<file path="config.mk">
export PLATFORM = sky130hd
export DESIGN_NAME = sdhc_cmd_line_flat
export DESIGN_NICKNAME = d
export VERILOG_FILES = /design/src/rtl/sdhc_cmd_line_if.sv /design/src/rtl/sdhc_cmd_line.sv /design/src/flat_wrapper.sv
export SDC_FILE = /design/constraint.sdc
export NUM_CORES = 1
export LEC_CHECK = 0
export ABC_CLOCK_PERIOD_IN_PS = 2750
export CAP_MARGIN = 5
export CORE_MARGIN = 2
export CORE_UTILIZATION = 48
export DETAILED_ROUTE_END_ITERATION = 10
export GPL_ROUTABILITY_DRIVEN = 0
export PLACE_DENSITY = 0.76
export SYNTH_ARGS = -nofsm -noshare
export SYNTH_HDL_FRONTEND = slang
export SYNTH_SLANG_ARGS = --single-unit
</file>
<file path="constraint.sdc">
create_clock -name clk_i -period 2.75 [get_ports clk_i]
set_input_delay 0.4125 -clock clk_i [delete_from_list [all_inputs] [get_ports clk_i]]
set_output_delay 0.4125 -clock clk_i [all_outputs]
set_load 0.05 [all_outputs]
</file>
<file path="src/rtl/sdhc_cmd_line_if.sv">
// Signal bundle between the SD command engine, its controller-side request/response
// ports and the CMD pad. The engine connects through the slave modport.
interface sdhc_cmd_line_if;
    // Request: cmd_valid_i/cmd_ready_o, transfer on the cycle both are high.
    logic        cmd_valid_i;
    logic        cmd_ready_o;
    logic [5:0]  cmd_index_i;
    logic [31:0] cmd_arg_i;
    logic        cmd_resp_i;

    // Pad side
    logic        cmd_o;
    logic        cmd_oe_o;
    logic        cmd_i;

    // Response: rsp_valid_o/rsp_ready_i, transfer on the cycle both are high.
    logic        rsp_valid_o;
    logic        rsp_ready_i;
    logic [5:0]  rsp_index_o;
    logic [31:0] rsp_arg_o;
    logic        rsp_timeout_o;
    logic        rsp_crc_err_o;
    logic        rsp_frame_err_o;

    modport master (
        output cmd_valid_i, cmd_index_i, cmd_arg_i, cmd_resp_i, cmd_i, rsp_ready_i,
        input  cmd_ready_o, cmd_o, cmd_oe_o, rsp_valid_o, rsp_index_o, rsp_arg_o,
               rsp_timeout_o, rsp_crc_err_o, rsp_frame_err_o
    );

    modport slave (
        input  cmd_valid_i, cmd_index_i, cmd_arg_i, cmd_resp_i, cmd_i, rsp_ready_i,
        output cmd_ready_o, cmd_o, cmd_oe_o, rsp_valid_o, rsp_index_o, rsp_arg_o,
               rsp_timeout_o, rsp_crc_err_o, rsp_frame_err_o
    );
endinterface

</file>
<file path="src/rtl/sdhc_cmd_line.sv">
// SD CMD-line engine: serialises one 48-bit command frame with CRC7, then captures
// and checks the 48-bit card response, all paced by the SD bit strobe tick_i.
module sdhc_cmd_line #(
    parameter int RespTimeoutTicks = 64
) (
    input  logic                 clk_i,
    input  logic                 rst_i,
    input  logic                 tick_i,
    sdhc_cmd_line_if.slave       bus,
    output logic [2:0]           state_o
);

    localparam int WaitW = $clog2(RespTimeoutTicks + 1);
    localparam logic [WaitW-1:0] WaitLast = WaitW'(RespTimeoutTicks - 1);

    typedef enum logic [2:0] {
        S_IDLE = 3'd0,
        S_TX   = 3'd1,
        S_NCR  = 3'd2,
        S_RX   = 3'd3,
        S_DONE = 3'd4
    } state_e;

    state_e             state_q, state_d;
    logic [47:0]        shift_q, shift_d;
    logic [5:0]         cnt_q, cnt_d;
    logic [WaitW-1:0]   wait_q, wait_d;
    logic               resp_q, resp_d;
    logic [6:0]         crc_q, crc_d;
    logic               cmd_q, cmd_d;
    logic               oe_q, oe_d;
    logic               valid_q, valid_d;
    logic [5:0]         index_q, index_d;
    logic [31:0]        arg_q, arg_d;
    logic               to_q, to_d;
    logic               crc_err_q, crc_err_d;
    logic               frame_err_q, frame_err_d;

    logic [39:0]        header;
    logic [47:0]        rx_word;

    // x^7 + x^3 + 1, one bit per call, MSB-first
    function automatic logic [6:0] crc7_step(input logic [6:0] c, input logic b);
        logic fb;
        fb = b ^ c[6];
        return {c[5:0], 1'b0} ^ {3'b000, fb, 2'b00, fb};
    endfunction

    function automatic logic [6:0] crc7_block(input logic [39:0] d);
        logic [6:0] c;
        c = 7'd0;
        for (int i = 39; i >= 0; i--) begin
            c = crc7_step(c, d[i]);
        end
        return c;
    endfunction

    always_comb begin
        state_d     = state_q;
        shift_d     = shift_q;
        cnt_d       = cnt_q;
        wait_d      = wait_q;
        resp_d      = resp_q;
        crc_d       = crc_q;
        cmd_d       = cmd_q;
        oe_d        = oe_q;
        valid_d     = valid_q;
        index_d     = index_q;
        arg_d       = arg_q;
        to_d        = to_q;
        crc_err_d   = crc_err_q;
        frame_err_d = frame_err_q;
        header      = {2'b01, bus.cmd_index_i, bus.cmd_arg_i};
        rx_word     = {shift_q[46:0], bus.cmd_i};

        case (state_q)
            S_IDLE: begin
                if (bus.cmd_valid_i) begin
                    shift_d     = {header, crc7_block(header), 1'b1};
                    cmd_d       = 1'b0;
                    oe_d        = 1'b1;
                    cnt_d       = 6'd0;
                    wait_d      = '0;
                    crc_d       = 7'd0;
                    resp_d      = bus.cmd_resp_i;
                    index_d     = 6'd0;
                    arg_d       = 32'd0;
                    to_d        = 1'b0;
                    crc_err_d   = 1'b0;
                    frame_err_d = 1'b0;
                    state_d     = S_TX;
                end
            end

            S_TX: begin
                if (tick_i) begin
                    if (cnt_q == 6'd47) begin
                        cmd_d   = 1'b1;
                        oe_d    = 1'b0;
                        cnt_d   = 6'd0;
                        if (resp_q) begin
                            state_d = S_NCR;
                        end else begin
                            valid_d = 1'b1;
                            state_d = S_DONE;
                        end
                    end else begin
                        shift_d = {shift_q[46:0], 1'b0};
                        cmd_d   = shift_q[46];
                        cnt_d   = cnt_q + 6'd1;
                    end
                end
            end

            S_NCR: begin
                if (tick_i) begin
                    if (!bus.cmd_i) begin
                        // The start bit is frame bit 47 and already part of the CRC span.
                        shift_d = 48'd0;
                        crc_d   = crc7_step(crc_q, 1'b0);
                        cnt_d   = 6'd1;
                        state_d = S_RX;
                    end else if (wait_q == WaitLast) begin
                        to_d    = 1'b1;
                        valid_d = 1'b1;
                        state_d = S_DONE;
                    end else begin
                        wait_d = wait_q + WaitW'(1);
                    end
                end
            end

            S_RX: begin
                if (tick_i) begin
                    shift_d = rx_word;
                    if (cnt_q < 6'd40) begin
                        crc_d = crc7_step(crc_q, bus.cmd_i);
                    end
                    if (cnt_q == 6'd47) begin
                        index_d     = rx_word[45:40];
                        arg_d       = rx_word[39:8];
                        crc_err_d   = (rx_word[7:1] != crc_q);
                        frame_err_d = rx_word[46] | ~rx_word[0];
                        valid_d     = 1'b1;
                        state_d     = S_DONE;
                    end else begin
                        cnt_d = cnt_q + 6'd1;
                    end
                end
            end

            S_DONE: begin
                if (bus.rsp_ready_i) begin
                    valid_d = 1'b0;
                    state_d = S_IDLE;
                end
            end

            default: begin
                state_d = S_IDLE;
            end
        endcase
    end

    always_ff @(posedge clk_i) begin
        if (rst_i) begin
            state_q     <= S_IDLE;
            shift_q     <= 48'd0;
            cnt_q       <= 6'd0;
            wait_q      <= '0;
            resp_q      <= 1'b0;
            crc_q       <= 7'd0;
            cmd_q       <= 1'b1;
            oe_q        <= 1'b0;
            valid_q     <= 1'b0;
            index_q     <= 6'd0;
            arg_q       <= 32'd0;
            to_q        <= 1'b0;
            crc_err_q   <= 1'b0;
            frame_err_q <= 1'b0;
        end else begin
            state_q     <= state_d;
            shift_q     <= shift_d;
            cnt_q       <= cnt_d;
            wait_q      <= wait_d;
            resp_q      <= resp_d;
            crc_q       <= crc_d;
            cmd_q       <= cmd_d;
            oe_q        <= oe_d;
            valid_q     <= valid_d;
            index_q     <= index_d;
            arg_q       <= arg_d;
            to_q        <= to_d;
            crc_err_q   <= crc_err_d;
            frame_err_q <= frame_err_d;
        end
    end

    assign bus.cmd_ready_o     = (state_q == S_IDLE);
    assign bus.cmd_o           = cmd_q;
    assign bus.cmd_oe_o        = oe_q;
    assign bus.rsp_valid_o     = valid_q;
    assign bus.rsp_index_o     = index_q;
    assign bus.rsp_arg_o       = arg_q;
    assign bus.rsp_timeout_o   = to_q;
    assign bus.rsp_crc_err_o   = crc_err_q;
    assign bus.rsp_frame_err_o = frame_err_q;
    assign state_o             = state_q;

endmodule

</file>
<file path="src/flat_wrapper.sv">
// flat-port wrapper written by rule: the top's interface ports become plain ports
module sdhc_cmd_line_flat 
#(
    parameter int RespTimeoutTicks = 64
)
  (clk_i, rst_i, tick_i, state_o, bus_cmd_valid_i, bus_cmd_index_i, bus_cmd_arg_i, bus_cmd_resp_i, bus_cmd_i, bus_rsp_ready_i, bus_cmd_ready_o, bus_cmd_o, bus_cmd_oe_o, bus_rsp_valid_o, bus_rsp_index_o, bus_rsp_arg_o, bus_rsp_timeout_o, bus_rsp_crc_err_o, bus_rsp_frame_err_o);
  sdhc_cmd_line_if bus_i ();
  input  logic clk_i;
  input  logic rst_i;
  input  logic tick_i;
  output logic [2:0] state_o;
  input wire logic [$bits(bus_i.cmd_valid_i)-1:0] bus_cmd_valid_i;
  input wire logic [$bits(bus_i.cmd_index_i)-1:0] bus_cmd_index_i;
  input wire logic [$bits(bus_i.cmd_arg_i)-1:0] bus_cmd_arg_i;
  input wire logic [$bits(bus_i.cmd_resp_i)-1:0] bus_cmd_resp_i;
  input wire logic [$bits(bus_i.cmd_i)-1:0] bus_cmd_i;
  input wire logic [$bits(bus_i.rsp_ready_i)-1:0] bus_rsp_ready_i;
  output wire logic [$bits(bus_i.cmd_ready_o)-1:0] bus_cmd_ready_o;
  output wire logic [$bits(bus_i.cmd_o)-1:0] bus_cmd_o;
  output wire logic [$bits(bus_i.cmd_oe_o)-1:0] bus_cmd_oe_o;
  output wire logic [$bits(bus_i.rsp_valid_o)-1:0] bus_rsp_valid_o;
  output wire logic [$bits(bus_i.rsp_index_o)-1:0] bus_rsp_index_o;
  output wire logic [$bits(bus_i.rsp_arg_o)-1:0] bus_rsp_arg_o;
  output wire logic [$bits(bus_i.rsp_timeout_o)-1:0] bus_rsp_timeout_o;
  output wire logic [$bits(bus_i.rsp_crc_err_o)-1:0] bus_rsp_crc_err_o;
  output wire logic [$bits(bus_i.rsp_frame_err_o)-1:0] bus_rsp_frame_err_o;
  assign bus_i.cmd_valid_i = bus_cmd_valid_i;
  assign bus_i.cmd_index_i = bus_cmd_index_i;
  assign bus_i.cmd_arg_i = bus_cmd_arg_i;
  assign bus_i.cmd_resp_i = bus_cmd_resp_i;
  assign bus_i.cmd_i = bus_cmd_i;
  assign bus_i.rsp_ready_i = bus_rsp_ready_i;
  assign bus_cmd_ready_o = bus_i.cmd_ready_o;
  assign bus_cmd_o = bus_i.cmd_o;
  assign bus_cmd_oe_o = bus_i.cmd_oe_o;
  assign bus_rsp_valid_o = bus_i.rsp_valid_o;
  assign bus_rsp_index_o = bus_i.rsp_index_o;
  assign bus_rsp_arg_o = bus_i.rsp_arg_o;
  assign bus_rsp_timeout_o = bus_i.rsp_timeout_o;
  assign bus_rsp_crc_err_o = bus_i.rsp_crc_err_o;
  assign bus_rsp_frame_err_o = bus_i.rsp_frame_err_o;
  sdhc_cmd_line #(.RespTimeoutTicks(RespTimeoutTicks)) u_core (.clk_i(clk_i), .rst_i(rst_i), .tick_i(tick_i), .bus(bus_i), .state_o(state_o));
endmodule
</file>
==> parameters.txt <==
Parameter                              Value

CTS
  Clock tree from TritonCTS ... built
  Number of sinks driven by the clock tree ... 115
  Clock slew at reported path FFs ... 0.05 ns
  H-tree levels ... 4
  Inserted Clock Buffers ... 17
  Latest clock arrival within the worst-skew pair ... 0.41 ns
  Cell chosen for the clock root ... sky130_fd_sc_hd__clkbuf_16
  CTS max path bufs ... 2

Yosys
  Summed instance area of the synthesized netlist ... 0.005613 mm²
  Proportion of synthesized chip area in sequential cells ... 0.4102
  Nets in the synthesized netlist ... 699
  Average instance area after synthesis ... 8.609 µm²
  Area share of the largest cell type after synthesis ... 0.4102
  Count of flip-flops with a built-in enable after synthesis ... 0
  Asr flop ratio synth ... 0
  Main area contributors after synthesis ... sky130_fd_sc_hd__dfxtp_1 41%, sky130_fd_sc_hd__xnor2_1 6.6%, sky130_fd_sc_hd__a221oi_1 6.1%
  Cell count after synthesis ... 652
  Library cell occupying the most area in the post-synthesis netlist ... sky130_fd_sc_hd__dfxtp_1
  Synth Flop Type ... sky130_fd_sc_hd__dfxtp_1
  Most frequently used cell type in the post-synthesis netlist ... sky130_fd_sc_hd__dfxtp_1
  Top cells by instance count after synthesis ... 115 x sky130_fd_sc_hd__dfxtp_1, 66 x sky130_fd_sc_hd__nor2_1, 63 x sky130_fd_sc_hd__a21oi_1
  Post-synth cell types ... 49
  Yosys reg bits ... 115
  Yosys warning total ... 0

Timing
  Relative max-transition margin ... 0.3810
  Hold violation count in the final report ... 0
  Timing-limited maximum frequency ... 374.9 MHz
  Worst Slack Setup Final ... 0.08245 ns
  Fraction of the cycle the final worst path needs ... 0.9700
  Post-route clock skew ... 0.008805 ns
  Slew @ Worst Pin ... 0.9284 ns
  Finish-stage setup viols ... 0
  Final max-slew violation count ... 0
  Tmin final ... 2.668 ns

Job
  Max cap viols ... 0

Setup path
  Slowest cell on the critical path ... sky130_fd_sc_hd__clkdlybuf4s50_1
  Data arrival at the endpoint of the critical path ... 2.95 ns
  Most common cell type on the critical path ... sky130_fd_sc_hd__xnor3_1
  Worst setup EP type ... flip-flop
  Category of the critical setup timing path ... in2reg
  Worst Path Max Fanout ... 3
  Sequence of cells on the critical path ... clkdlybuf4s50_1, xnor3_1, xnor2_2, xnor3_1, xnor3_2, xnor2_4, xnor2_1, o22ai_1
  Setup crit start kind ... input pin
  Worst endpoint required time ... 3.04 ns
  Crit-path max cell delay ... 0.54 ns

Finish
  Final core utilization ... 0.6679
  Number of inserted diodes ... 0
  Layout area overhead ... 35.87%
  Number of non-filler instances in the completed layout ... 920
  Proportion of layout cells with a drive suffix above 1 ... 0.1429
  NumNets Final ... 812

Routing
  DRC marker count from the first detailed-route iteration ... 550
  Detailed-routing iteration count for the pre-antenna-repair pass ... 7
  Avg Vias per Cell ... 5.966
  WL final ... 16160 µm
  Detailed-route via count ... 5489
  Routed wire length per instance ... 17.57 µm
  DRC violation count after routing ... 0
  Residual antenna-violating net count after detailed routing ... 0

Power and ir drop
  Leakage power ... 2.912 nW
  Total power of the final layout ... 5.879 mW
  Worst vdd ir ... 0.0005872 V
  Ratio of total power to cell area ... 770.9 mW/mm²

Floorplanning
  Overall die height ... 112.1 µm
  Core area ... 0.01142 mm²
  Die width ... 112.1 µm
  Number of placement rows ... 39
  Total Die Area ... 0.01257 mm²
  I/O pin count ... 93
  Initial cell density of the core ... 0.4916

Placed design
  Worst slack after detailed placement ... -0.5167 ns
  Total instance count after detailed placement ... 884
  Sum of net half-perimeters after detailed placement ... 10520 µm
  IO buf count ... 92

Min path
  Min-Delay Path Class ... in2reg

GRT
  Initial antenna violation count ... 0
  Remaining global-route overflow ... 0
  Maximum number of pins on one net before global-route repair ... 46
  Vias in the first global route ... 5287
  Wire length of the first global-routing pass ... 26480 µm
  Overall fraction of global-route tracks in use ... 0.2585

Outcome
  Outcome ... finished clean
-- routing by layer --
metal  share of wire  wire length [µm]  global-route usage  vias up
met5               0                 0                   0        -
met4           0.032               516             0.08537        0
met3           0.074              1203             0.06156       49
met2            0.47              7530              0.4161      289
met1            0.43              6913              0.3447     2609
li1                -                 -                   -     2542
-- state kept, by name, indices dropped and copies added, names as in the netlist --
name,flops
u_core.shift_q,47
u_core.bus.rsp_arg_o,32
u_core.crc_q,7
u_core.wait_q,7
u_core.bus.rsp_index_o,6
u_core.cnt_q,6
u_core.state_o,3
u_core.bus.cmd_o,1
u_core.bus.cmd_oe_o,1
u_core.bus.rsp_crc_err_o,1
u_core.bus.rsp_frame_err_o,1
u_core.bus.rsp_timeout_o,1
u_core.bus.rsp_valid_o,1
u_core.resp_q,1
-- kinds of logic after synthesis --
family / after synthesis / share of synthesized area
multiplexers: 1 / 0.001783
adder cells (fa/ha/maj): 2 / 0.004458
flip-flops: 115 / 0.4102
AND/OR/NAND/NOR: 271 / 0.2234
XOR/XNOR: 77 / 0.1652
buffers and inverters: 55 / 0.04102
AO/OA/AOI/OAI: 131 / 0.1540
-- power by group --
group	switching (mW)	internal, mW
Clock	0.757	1.37
Sequential	0.0994	1.78
Combinational	0.835	1.05
Total	1.69	4.19
-- repair_timing --
item	4_1_cts	5_1_grt
cloned	0	0
buffers inserted	3	2
endpoints found under the setup margin	3	6
pin swaps	4	10
hold buffers	0	0
resized for setup	8	16
-- placed cells by master, fill, tap and decap left out, types with 4 or more instances in the layout --
cell type and instances:
sky130_fd_sc_hd__a21oi_1 63, sky130_fd_sc_hd__a221oi_1 39, sky130_fd_sc_hd__buf_4 55, sky130_fd_sc_hd__clkbuf_16 17, sky130_fd_sc_hd__clkdlybuf4s50_1 82, sky130_fd_sc_hd__clkinv_2 5, sky130_fd_sc_hd__dfxtp_1 115, sky130_fd_sc_hd__dlymetal6s2s_1 6
sky130_fd_sc_hd__nand2_1 58, sky130_fd_sc_hd__nand2b_1 12, sky130_fd_sc_hd__nand3_1 61, sky130_fd_sc_hd__nand4_1 5, sky130_fd_sc_hd__nor2_1 64, sky130_fd_sc_hd__nor3_1 50, sky130_fd_sc_hd__o21ai_0 10, sky130_fd_sc_hd__xnor2_1 36
sky130_fd_sc_hd__xnor2_2 5, sky130_fd_sc_hd__xnor3_1 10, sky130_fd_sc_hd__xnor3_2 4, sky130_fd_sc_hd__xor2_1 13, sky130_fd_sc_hd__xor2_2 4
-- per-stage QoR --
stage	hold WS (ns)	instance area (µm²)	setup TNS, ns
floorplan	0.4364	5613	0
global placement	0.4374	6907	-2.143
detailed placement	0.4434	6907	-2.551
CTS	0.3660	7536	-0.01732
global route	0.3928	7626	-0.009421
finish	0.3735	7626	0
-- worst paths after layout --
| check | endpoint | slack, ns | depth (start not counted) | start |
|---|---|---|---|---|
| worst max-delay path | u_core.shift_q[4] | 0.08 | 8 | bus_cmd_arg_i[31] |
| worst min register to register | u_core.bus.rsp_arg_o[25] | 0.45 | 2 | u_core.bus.rsp_arg_o[25] |
| worst max register to register | u_core.bus.rsp_arg_o[11] | 0.33 | 8 | u_core.cnt_q[0] |
| worst min-delay path | u_core.bus.rsp_timeout_o | 0.37 | 2 | rst_i |
-- final cells by class --
class	instances	area, µm²
Fill cell	882	3792
Tap cell	143	178.9
Sequential cell	115	2302
Multi-Input combinational cell	482	3197
Inverter	1	3.754
Timing Repair Buffer	148	1375
Clock inverter	10	108.9
Clock buffer	21	460.4
-- critical path: cells and delay by family --
kind                      cells  cell delay [ns]
xor gates and xnor gates      6             1.92
buffers and inverters         1             0.54
AOI/OAI and AO/OA             1             0.08
No activity file was read; power rests on OpenSTA's default activity.
